--- config.mk ---
export PLATFORM = sky130hd
export DESIGN_NAME = fir_tm_bank_flat
export DESIGN_NICKNAME = d
export VERILOG_FILES = /design/src/rtl/fir_pkg.sv /design/src/rtl/fir_tm_bank_if.sv /design/src/rtl/fir_delay_ram.sv /design/src/rtl/fir_tm_bank.sv /design/src/flat_wrapper.sv
export SDC_FILE = /design/constraint.sdc
export NUM_CORES = 1
export LEC_CHECK = 0
export CAP_MARGIN = 5
export CORE_ASPECT_RATIO = 0.9
export CORE_MARGIN = 2
export CORE_UTILIZATION = 50
export DETAILED_ROUTE_END_ITERATION = 12
export GPL_ROUTABILITY_DRIVEN = 0
export MAX_ROUTING_LAYER = met4
export PLACE_DENSITY = 0.76
export SYNTH_ARGS = -nofsm -noshare
export SYNTH_HDL_FRONTEND = slang
export SYNTH_SLANG_ARGS = --single-unit
--- constraint.sdc ---
create_clock -name fir_clk -period 16.2 [get_ports fir_clk]
set_input_delay 4.86 -clock fir_clk [delete_from_list [all_inputs] [get_ports fir_clk]]
set_output_delay 4.86 -clock fir_clk [all_outputs]
set_load 0.02 [all_outputs]
--- src/rtl/fir_pkg.sv ---
// Shared types and width helpers for the time-multiplexed FIR bank.
package fir_pkg;

    typedef enum logic [1:0] {
        ST_CLEAR = 2'd0,
        ST_IDLE  = 2'd1,
        ST_MAC   = 2'd2,
        ST_OUT   = 2'd3
    } fir_state_e;

    function automatic int ch_w(input int nch);
        return (nch > 1) ? $clog2(nch) : 1;
    endfunction

    function automatic int acc_w(input int data_w, input int coef_w, input int taps);
        return data_w + coef_w + $clog2(taps);
    endfunction

    function automatic int rnd_shift(input int coef_w, input int coef_mag);
        return coef_w - 1 - coef_mag;
    endfunction

    // Half-LSB of the post-shift result, added before the arithmetic shift.
    function automatic longint rnd_const(input int shift);
        return 64'sd1 <<< (shift - 1);
    endfunction

endpackage

--- src/rtl/fir_tm_bank_if.sv ---
// Sample-in / result-out streaming bundle; the slave modport is the filter side.
interface fir_tm_bank_if #(
    parameter int DATA_W = 14,
    parameter int CH_W   = 1
);
    logic                     s_valid;
    logic                     s_ready;
    logic signed [DATA_W-1:0] s_data;
    logic [CH_W-1:0]          s_ch;
    logic                     m_valid;
    logic                     m_ready;
    logic signed [DATA_W-1:0] m_data;
    logic [CH_W-1:0]          m_ch;

    modport master (
        output s_valid, s_data, s_ch, m_ready,
        input  s_ready, m_valid, m_data, m_ch
    );

    modport slave (
        input  s_valid, s_data, s_ch, m_ready,
        output s_ready, m_valid, m_data, m_ch
    );
endinterface

--- src/rtl/fir_delay_ram.sv ---
// Per-channel circular sample history; rd_data walks from newest to oldest.
module fir_delay_ram #(
    parameter int DATA_W = 14,
    parameter int TAPS   = 8,
    parameter int NCH    = 2,
    parameter int CH_W   = 1,
    parameter int ADDR_W = 3
) (
    input  logic                     clk,
    input  logic                     rst_n,
    input  logic                     clr_en,
    input  logic [CH_W-1:0]          clr_ch,
    input  logic [ADDR_W-1:0]        clr_tap,
    input  logic                     wr_en,
    input  logic [CH_W-1:0]          wr_ch,
    input  logic signed [DATA_W-1:0] wr_data,
    input  logic                     rd_step,
    input  logic [CH_W-1:0]          rd_ch,
    output logic signed [DATA_W-1:0] rd_data
);

    logic signed [DATA_W-1:0] mem_r  [NCH][TAPS];
    logic [ADDR_W-1:0]        wptr_r [NCH];
    logic [ADDR_W-1:0]        rptr_r;

    function automatic logic [ADDR_W-1:0] tap_inc(input logic [ADDR_W-1:0] p);
        if (p == ADDR_W'(TAPS - 1)) return '0;
        else                        return p + ADDR_W'(1);
    endfunction

    function automatic logic [ADDR_W-1:0] tap_dec(input logic [ADDR_W-1:0] p);
        if (p == '0) return ADDR_W'(TAPS - 1);
        else         return p - ADDR_W'(1);
    endfunction

    // Sample storage: zero-filled entry by entry during clear, otherwise newest sample at wptr.
    always_ff @(posedge clk) begin
        if (clr_en) begin
            mem_r[clr_ch][clr_tap] <= '0;
        end else if (wr_en) begin
            mem_r[wr_ch][wptr_r[wr_ch]] <= wr_data;
        end
    end

    // Pointers: read pointer starts on the slot just written and steps back one tap per product.
    always_ff @(posedge clk or negedge rst_n) begin
        if (!rst_n) begin
            for (int i = 0; i < NCH; i++) wptr_r[i] <= '0;
            rptr_r <= '0;
        end else if (wr_en) begin
            wptr_r[wr_ch] <= tap_inc(wptr_r[wr_ch]);
            rptr_r        <= wptr_r[wr_ch];
        end else if (rd_step) begin
            rptr_r <= tap_dec(rptr_r);
        end
    end

    assign rd_data = mem_r[rd_ch][rptr_r];

endmodule

--- src/rtl/fir_tm_bank.sv ---
// Time-multiplexed FIR: NCH channels share one MAC and a double-buffered coefficient set.
// Define FIR_TM_BANK_SAT_EN to clamp the output; by default the result wraps to DATA_W bits.
module fir_tm_bank
    import fir_pkg::*;
#(
    parameter int DATA_W   = 14,
    parameter int COEF_W   = 18,
    parameter int COEF_MAG = 0,
    parameter int TAPS     = 8,
    parameter int NCH      = 2
) (
    input  logic                       fir_clk,
    input  logic                       fir_aresetn,
    fir_tm_bank_if.slave               bus,
    input  logic                       coef_we,
    input  logic [$clog2(TAPS)-1:0]    coef_addr,
    input  logic signed [COEF_W-1:0]   coef_wdata,
    input  logic                       coef_commit,
    output logic                       commit_pending,
    output logic                       bank_sel,
    output logic                       busy
);

    localparam int CH_W   = ch_w(NCH);
    localparam int ADDR_W = $clog2(TAPS);
    localparam int CNT_W  = ADDR_W + 1;
    localparam int ACC_W  = acc_w(DATA_W, COEF_W, TAPS);
    localparam int PROD_W = DATA_W + COEF_W;
    localparam int SHIFT  = rnd_shift(COEF_W, COEF_MAG);
    localparam logic signed [ACC_W-1:0] RND_C   = ACC_W'(rnd_const(SHIFT));
    localparam logic [CNT_W-1:0]        CNT_TAPS = CNT_W'(TAPS);
    localparam logic [CNT_W-1:0]        CNT_LAST = CNT_W'(TAPS + 1);

    fir_state_e               state_r, state_s;
    logic                     s_ready_r, busy_r, bank_sel_r, pending_r;
    logic [CH_W-1:0]          clr_ch_r, ch_r, m_ch_r;
    logic [ADDR_W-1:0]        clr_tap_r;
    logic [CNT_W-1:0]         cnt_r;
    logic signed [PROD_W-1:0] prod_r, prod_s;
    logic signed [ACC_W-1:0]  acc_r, rnd_s;
    logic                     m_valid_r;
    logic signed [DATA_W-1:0] m_data_r, out_s, rd_data_s;
    logic signed [COEF_W-1:0] coef_mem_r [2][TAPS];
    logic signed [COEF_W-1:0] coef_rd_s;
    logic                     hs_s, ch_ok_s, wr_en_s, clr_en_s, clr_last_s;
    logic                     mul_en_s, acc_en_s, fin_s, swap_s;

    if (NCH == (1 << CH_W)) begin : g_ch_full
        assign ch_ok_s = 1'b1;
    end else begin : g_ch_part
        assign ch_ok_s = (32'(bus.s_ch) < 32'(NCH));
    end

    assign hs_s       = bus.s_valid & s_ready_r;
    assign wr_en_s    = hs_s & ch_ok_s;
    assign clr_en_s   = (state_r == ST_CLEAR);
    assign clr_last_s = (clr_ch_r == CH_W'(NCH - 1)) && (clr_tap_r == ADDR_W'(TAPS - 1));
    assign mul_en_s   = (state_r == ST_MAC) && (cnt_r < CNT_TAPS);
    assign acc_en_s   = (state_r == ST_MAC) && (cnt_r != '0) && (cnt_r <= CNT_TAPS);
    assign fin_s      = (state_r == ST_MAC) && (cnt_r == CNT_LAST);
    assign swap_s     = (state_r == ST_IDLE) && pending_r;

    fir_delay_ram #(
        .DATA_W (DATA_W),
        .TAPS   (TAPS),
        .NCH    (NCH),
        .CH_W   (CH_W),
        .ADDR_W (ADDR_W)
    ) u_dly (
        .clk     (fir_clk),
        .rst_n   (fir_aresetn),
        .clr_en  (clr_en_s),
        .clr_ch  (clr_ch_r),
        .clr_tap (clr_tap_r),
        .wr_en   (wr_en_s),
        .wr_ch   (bus.s_ch),
        .wr_data (bus.s_data),
        .rd_step (mul_en_s),
        .rd_ch   (ch_r),
        .rd_data (rd_data_s)
    );

    assign coef_rd_s = coef_mem_r[bank_sel_r][cnt_r[ADDR_W-1:0]];
    assign prod_s    = PROD_W'(coef_rd_s) * PROD_W'(rd_data_s);
    assign rnd_s     = acc_r + RND_C;

`ifdef FIR_TM_BANK_SAT_EN
    localparam logic signed [ACC_W-1:0] SAT_MAX = ACC_W'((64'sd1 <<< (DATA_W - 1)) - 64'sd1);
    localparam logic signed [ACC_W-1:0] SAT_MIN = ACC_W'(-(64'sd1 <<< (DATA_W - 1)));
    logic signed [ACC_W-1:0] shf_s;
    assign shf_s = rnd_s >>> SHIFT;

    // Output clamp to the DATA_W signed range.
    always_comb begin
        if (shf_s > SAT_MAX) begin
            out_s = SAT_MAX[DATA_W-1:0];
        end else if (shf_s < SAT_MIN) begin
            out_s = SAT_MIN[DATA_W-1:0];
        end else begin
            out_s = shf_s[DATA_W-1:0];
        end
    end
`else
    // Output keeps the low DATA_W bits of the rounded, shifted accumulator.
    always_comb begin
        out_s = DATA_W'(rnd_s >>> SHIFT);
    end
`endif

    // Next-state decode.
    always_comb begin
        state_s = state_r;
        case (state_r)
            ST_CLEAR: begin
                if (clr_last_s) state_s = ST_IDLE;
                else            state_s = ST_CLEAR;
            end
            ST_IDLE: begin
                if (wr_en_s) state_s = ST_MAC;
                else         state_s = ST_IDLE;
            end
            ST_MAC: begin
                if (fin_s) state_s = ST_OUT;
                else       state_s = ST_MAC;
            end
            ST_OUT: begin
                if (bus.m_ready) state_s = ST_IDLE;
                else             state_s = ST_OUT;
            end
            default: state_s = ST_CLEAR;
        endcase
    end

    // State register.
    always_ff @(posedge fir_clk or negedge fir_aresetn) begin
        if (!fir_aresetn) state_r <= ST_CLEAR;
        else              state_r <= state_s;
    end

    // Control flops: handshake flags, clear sweep and bank selection.
    always_ff @(posedge fir_clk or negedge fir_aresetn) begin
        if (!fir_aresetn) begin
            s_ready_r  <= 1'b0;
            busy_r     <= 1'b1;
            bank_sel_r <= 1'b0;
            pending_r  <= 1'b0;
            clr_ch_r   <= '0;
            clr_tap_r  <= '0;
        end else begin
            s_ready_r <= (state_s == ST_IDLE);
            busy_r    <= (state_s != ST_IDLE);
            if (swap_s) begin
                bank_sel_r <= ~bank_sel_r;
                pending_r  <= 1'b0;
            end else if (coef_commit) begin
                pending_r <= 1'b1;
            end
            if (clr_en_s) begin
                if (clr_tap_r == ADDR_W'(TAPS - 1)) begin
                    clr_tap_r <= '0;
                    clr_ch_r  <= clr_ch_r + CH_W'(1);
                end else begin
                    clr_tap_r <= clr_tap_r + ADDR_W'(1);
                end
            end
        end
    end

    // MAC pipeline: product register feeds the accumulator one cycle later.
    always_ff @(posedge fir_clk or negedge fir_aresetn) begin
        if (!fir_aresetn) begin
            cnt_r     <= '0;
            acc_r     <= '0;
            prod_r    <= '0;
            ch_r      <= '0;
            m_valid_r <= 1'b0;
            m_data_r  <= '0;
            m_ch_r    <= '0;
        end else begin
            if (wr_en_s) begin
                cnt_r <= '0;
                acc_r <= '0;
                ch_r  <= bus.s_ch;
            end else if (state_r == ST_MAC) begin
                cnt_r <= cnt_r + CNT_W'(1);
                if (mul_en_s) prod_r <= prod_s;
                if (acc_en_s) acc_r  <= acc_r + ACC_W'(prod_r);
            end
            if (fin_s) begin
                m_valid_r <= 1'b1;
                m_data_r  <= out_s;
                m_ch_r    <= ch_r;
            end else if ((state_r == ST_OUT) && bus.m_ready) begin
                m_valid_r <= 1'b0;
            end
        end
    end

    // Coefficient write port always targets the bank not currently in use.
    always_ff @(posedge fir_clk) begin
        if (coef_we) coef_mem_r[~bank_sel_r][coef_addr] <= coef_wdata;
    end

    assign bus.s_ready     = s_ready_r;
    assign bus.m_valid     = m_valid_r;
    assign bus.m_data      = m_data_r;
    assign bus.m_ch        = m_ch_r;
    assign commit_pending  = pending_r;
    assign bank_sel        = bank_sel_r;
    assign busy            = busy_r;

endmodule

--- src/flat_wrapper.sv ---
// flat-port wrapper written by rule: the top's interface ports become plain ports
module fir_tm_bank_flat import fir_pkg::*;
#(
    parameter int DATA_W   = 14,
    parameter int COEF_W   = 18,
    parameter int COEF_MAG = 0,
    parameter int TAPS     = 8,
    parameter int NCH      = 2
)
  (fir_clk, fir_aresetn, coef_we, coef_addr, coef_wdata, coef_commit, commit_pending, bank_sel, busy, bus_s_valid, bus_s_data, bus_s_ch, bus_m_ready, bus_s_ready, bus_m_valid, bus_m_data, bus_m_ch);
  fir_tm_bank_if #(.DATA_W(DATA_W)) bus_i ();
  input  logic fir_clk;
  input  logic fir_aresetn;
  input  logic coef_we;
  input  logic [$clog2(TAPS)-1:0] coef_addr;
  input  logic signed [COEF_W-1:0] coef_wdata;
  input  logic coef_commit;
  output logic commit_pending;
  output logic bank_sel;
  output logic busy;
  input wire logic [$bits(bus_i.s_valid)-1:0] bus_s_valid;
  input wire logic [$bits(bus_i.s_data)-1:0] bus_s_data;
  input wire logic [$bits(bus_i.s_ch)-1:0] bus_s_ch;
  input wire logic [$bits(bus_i.m_ready)-1:0] bus_m_ready;
  output wire logic [$bits(bus_i.s_ready)-1:0] bus_s_ready;
  output wire logic [$bits(bus_i.m_valid)-1:0] bus_m_valid;
  output wire logic [$bits(bus_i.m_data)-1:0] bus_m_data;
  output wire logic [$bits(bus_i.m_ch)-1:0] bus_m_ch;
  assign bus_i.s_valid = bus_s_valid;
  assign bus_i.s_data = bus_s_data;
  assign bus_i.s_ch = bus_s_ch;
  assign bus_i.m_ready = bus_m_ready;
  assign bus_s_ready = bus_i.s_ready;
  assign bus_m_valid = bus_i.m_valid;
  assign bus_m_data = bus_i.m_data;
  assign bus_m_ch = bus_i.m_ch;
  fir_tm_bank #(.DATA_W(DATA_W), .COEF_W(COEF_W), .COEF_MAG(COEF_MAG), .TAPS(TAPS), .NCH(NCH)) u_core (.fir_clk(fir_clk), .fir_aresetn(fir_aresetn), .bus(bus_i), .coef_we(coef_we), .coef_addr(coef_addr), .coef_wdata(coef_wdata), .coef_commit(coef_commit), .commit_pending(commit_pending), .bank_sel(bank_sel), .busy(busy));
endmodule
After elaboration in Yosys (flattened, before gate mapping)
Memories as Yosys holds them, arrays and structs flattened.
Index checks and enable logic that the tools add are counted.
Cells by class
  add/subtract/negate cells: 7
  $mul: 1
  $lt $le $gt $ge: 12
  eq/ne operators: 8
  multiplexer cells: 48
  bitwise logic cells: 9
  reduce and logical (&&, ||, !) cells: 23
Operator list (count)
  $mux 112: 4
  $mux 144: 1
  $reduce_or 112->1: 1
  $mux 35: 3
  $demux 14 s3: 2
  $mux 14: 4
  $bmux 18 s3: 1
  $demux 18 s3: 1
  $mux 18: 3
  $bmux 14 s3: 1
  $add 35x32->35: 1
  $mul 18x14->32: 1
  $add 31x18->31 const B: 1
  $mux 3: 10
  $ge 4x4->1 const B: 5
  $not 3->4: 5
  $lt 4x1->1 const B: 3
  $logic_and 1x1->1: 11
  $mux 1: 11
  $reduce_bool 2->1: 5
  $mux 4: 2
  $pmux 2 s4: 1
  $add 3x1->3 const B: 2
  $bwmux 6: 1
  22 further kinds: 28
Word-level totals
  register bits: 107
  memory bits (writable): 512
  bits of input ports: 42
  output and inout port bits: 20
  word-level logic and storage cells: 127
  memories kept: 2
Memory list
  u_core.coef_mem_r: words 2, bits a word 144, read ports 1, clocked after Yosys merged registers in 0, write ports 1, line fir_tm_bank.sv:43  | logic signed [COEF_W-1:0] coef_mem_r [2][TAPS];
  u_core.u_dly.mem_r: words 2, bits a word 112, read ports 1, clocked after Yosys merged registers in 0, write ports 1, line fir_delay_ram.sv:22  | logic signed [DATA_W-1:0] mem_r [NCH][TAPS];

Logic depth before layout (Yosys ltp)
  word-level depth: 12
  depth in mapped cells: 33

By module
Synthesis repeated with hierarchy kept, for this count alone.
Unflattened totals
  cell total of the unflattened synthesis: 2441
  area, all modules: 34395.5 sq um
By module, submodules not included
  fir_tm_bank: times used 1, cells each 1991, area an instance 25166.6 sq um, seq. area each 10976.8 sq um
  fir_delay_ram: times used 1, cells each 450, area an instance 9228.9 sq um, seq. area each 6951.7 sq um

Worst setup path before layout
Ideal clock, no wire load.
  path kind: register to register
  start point: reg u_core.bank_sel_r (netlist: u_core.bank_sel)
  end point: reg u_core.prod_r[29]
  library setup time: 0.132 ns
  arrival time: 7.940 ns
  required time: 16.068 ns
  setup slack: 8.128 ns
  cell stages (with the launch flop): 31
  buffers on the path: 4
  clock period less this slack: 8.072 ns
  path through: dfrtp_1 buf_2 buf_4 buf_4 buf_2 mux4_2 mux2_2 o21ai_1 nor2_1 fa_1 inv_1 fa_1 inv_1 fa_1 inv_1 fa_1 inv_1 fa_1 inv_1 fa_1 inv_1 ha_1 or4_1 a311oi_2 a211oi_1 o22ai_2 nor2_1 a211o_1 a311oi_2 xor2_1 o21ai_1
Between the ends
  longest elaborated chain between the ends: 5
RTL lines
  from (decl): line fir_tm_bank.sv:35  | logic s_ready_r, busy_r, bank_sel_r, pending_r;
  from (signal assigned): line fir_tm_bank.sv:153  | bank_sel_r <= ~bank_sel_r;
  $mem_v2 2x144
  $bmux 18 s3: line fir_tm_bank.sv:83  | assign coef_rd_s = coef_mem_r[bank_sel_r][cnt_r[ADDR_W-1:0]];
  $mux 18 (not written as such) (2 in series): line fir_tm_bank.sv:83
  $mul 18x14->32: line fir_tm_bank.sv:84  | assign prod_s = PROD_W'(coef_rd_s) * PROD_W'(rd_data_s);
  to (signal assigned): line fir_tm_bank.sv:186  | if (mul_en_s) prod_r <= prod_s;
  to (decl): line fir_tm_bank.sv:39  | logic signed [PROD_W-1:0] prod_r, prod_s;
No other way between the ends. The select of a mux whose other input is x is not followed.
A chain may end at the register's enable or synchronous reset.

Worst setup path in the final report
Same ends and word-level chain as after synthesis.

==> results.cfg <==
[logic_synthesis]
synthCells = 2503
yosysSeqAreaShare_pct = 52.0
synth_fp_nets = 2896
synth_warnings = 0
netlist_area_um2 = 34400
yosysUniqueCellTypes = 67
yosys.area.top_type = edfxtp_1
ys_top_cells_by_area = edfxtp_1 (45%), fa_1 (14%), mux4_2 (9.0%)
synth_top_area_share_pct = 44.6
synth_flop_cell = edfxtp_1
avgSynthCellArea_um2 = 13.8
yosys_register_bits = 614
postSynth.asyncResetShare_pct = 16.6
synth_edf_count = 512

[hold_path]
hold_path_depth = 1
min_from = u_core.u_dly.wptr_r[2]$_DFFE_PN0P_
holdCritPathClass = reg -> reg

[clocking]
cts_resized = 0
clk-insertion-delay-late_ns = 0.66
cts_root_buf = clkbuf_16
cts_setup_buffers = 0
numCtsBuffers = 61
cts_max_level = 2
path_clk_slew_ns = 0.07
clk_path_buf_depth = 3
cts_tree = yes
numClockSinks = 614
ctsHoldBuffers = 0

[timing]
hold-worst-slack_ns = 0.483
period_share_pct = 55.6
fin_tns_setup_ns = 0
hold_viol_final = 0
skew_ns = 0.0673
grt_setup_unrepaired = false
tightest_slew_ns = 0.997
max_slew_margin_pct = 33.1
period_needed_ns = 9.01
maxSlewViolCount = 0
max_clock_freq_mhz = 111
finalSetupViolCount = 0

[setup_path]
end_kind = flop
reg2reg_from = u_core.bank_sel$_DFFE_PN0P_
cp.arrival_ns = 9.45
required_ns = 16.65
startpoint = u_core.bank_sel$_DFFE_PN0P_
worst-r2r-cell-count = 27
critPathKind = reg -> reg
critical_path.startpoint_type = flop
worstPathMaxFanout = 49

[drt]
ant_nets = 0
drt-wirelength-per-cell_um = 21.7
drt-total-wl_mm = 76.5
route.detailed.drc = 0
drtIter0Drc = 2131
via_count = 20300
vias_per_cell = 5.75
drt-pass1-iter-count = 8

[cells_and_area]
drive_gt1_share_pct = 14.1
seq_area_um2 = 17900
fillCellCount = 5186
multi_input_area_um2 = 15000
layout_commonest_cell = edfxtp_1
synthToLayoutAreaGrowth_pct = 11.4
instances_no_fill = 3527
final_cell_mix = edfxtp_1 (512), inv_1 (302), fa_1 (239)
layout.nets = 2984

[run]
drv_cap = 0

[die]
rows = 91
dieWidth_um = 281
die_y_um = 253
initial_utilization_pct = 50.4
boundaryPins = 62
core_um2 = 68300
die_area_um2 = 71000

[grt]
grt_pass1_vias = 21000
grt_max_degree = 60
antenna_found_initial = 1
grt_overflow = 0
grt_pass1_wl_mm = 121
grt_usage_pct = 22.7

[outcome]
outcome = complete, no violations

[placed_design]
dpl.hpwl_mm = 51.0
io_buffers = 61
numPlacedInstances = 3411
[final timing paths]
kind                                                       to  slack, ns
min reg2reg                u_core.u_dly.wptr_r[2]$_DFFE_PN0P_       0.48
max in group asynchronous         u_core.bank_sel$_DFFE_PN0P_      10.72
min                        u_core.u_dly.wptr_r[2]$_DFFE_PN0P_       0.48
min in group asynchronous   u_core.bus.m_data[11]$_DFFE_PN0P_       4.22
max reg2reg                     u_core.prod_r[29]$_DFFE_PN0P_       7.19
max                             u_core.prod_r[29]$_DFFE_PN0P_       7.19
[worst max-delay path, stage by stage, from the launching register on]
cell and delay [ns]:
dfrtp_4 0.77, buf_4 0.84, mux4_2 0.59, mux2_2 0.29, o21ai_1 0.45, nor2_1 0.14
fa_1 0.52, inv_1 0.05, fa_1 0.49, inv_1 0.06, fa_1 0.50, inv_1 0.05
fa_1 0.53, inv_1 0.05, fa_1 0.47, inv_1 0.05, fa_1 0.53, inv_1 0.04
ha_1 0.23, or4_1 0.53, a311oi_2 0.25, a211oi_1 0.13, o22ai_2 0.18, nor2_1 0.07
a211o_1 0.34, a311oi_2 0.31, xor2_1 0.20, o21ai_1 0.07
[synth_stat cells (all sizes together), types with 26 or more instances]
cell    instances
edfxtp        512
inv           313
fa            239
nand2         230
nor2          212
mux4          138
ha            112
dfrtp         101
a21oi          80
o21ai          78
clkbuf         55
xnor2          46
xor2           38
buf            36
mux2           34
mux2i          31
nand3          26
[kinds of logic after synthesis]
family | Yosys count | share of synthesized area [%]
AO/OA/AOI/OAI | 268 | 4.95
XOR/XNOR | 84 | 2.14
adder cells (fa/ha/maj) | 351 | 18.0
buffers and inverters | 405 | 4.65
flip-flops | 614 | 52.0
multiplexers | 203 | 11.0
AND/OR/NAND/NOR | 578 | 7.22
[cell type report]
type	instances	share of cell area, %
sequential	614	46.8
multi-input combinational	1484	39.0
clock buffer	67	4.04
inverter	314	3.07
tap	883	2.88
timing repair buffer	116	2.66
clock inverter	48	1.57
antenna	1	0.00652
[state kept, by name, summed over array words and instances, names as in the netlist, 2 cells and up]
signal and cells:
u_core.bus.m_data 14, u_core.cnt_r 4, u_core.prod_r 31, u_core.clr_tap_r 3
u_core.state_r 2, u_core.acc_r 31, u_core.u_dly.wptr_r 6, u_core.u_dly.rptr_r 3
u_core.coef_mem_r 288, u_core.u_dly.mem_r 224
[stage by stage]
stage	worst slack (ns)	cell area, um^2	util, %
2_1_floorplan	8.13	34400	-
3_3_place_gp	7.38	36200	53.0
3_5_place_dp	7.17	36200	53.0
4_1_cts	7.10	38400	56.2
5_1_grt	6.58	38400	56.2
6_report	7.19	38400	56.2
[per-layer routing]
metal / up-vias / global-route usage (%) / wire (um)
met1: 10300 / 31.2 / 31700
li1: 8933 / - / -
met5: - / - / 0
met3: 141 / 4.47 / 6780
met2: 941 / 35.1 / 36300
met4: 0 / 5.84 / 1700
Power is left out: the tool's default activity adds up to more than one toggle a clock period on the data nets, which glitch-free logic cannot reach.
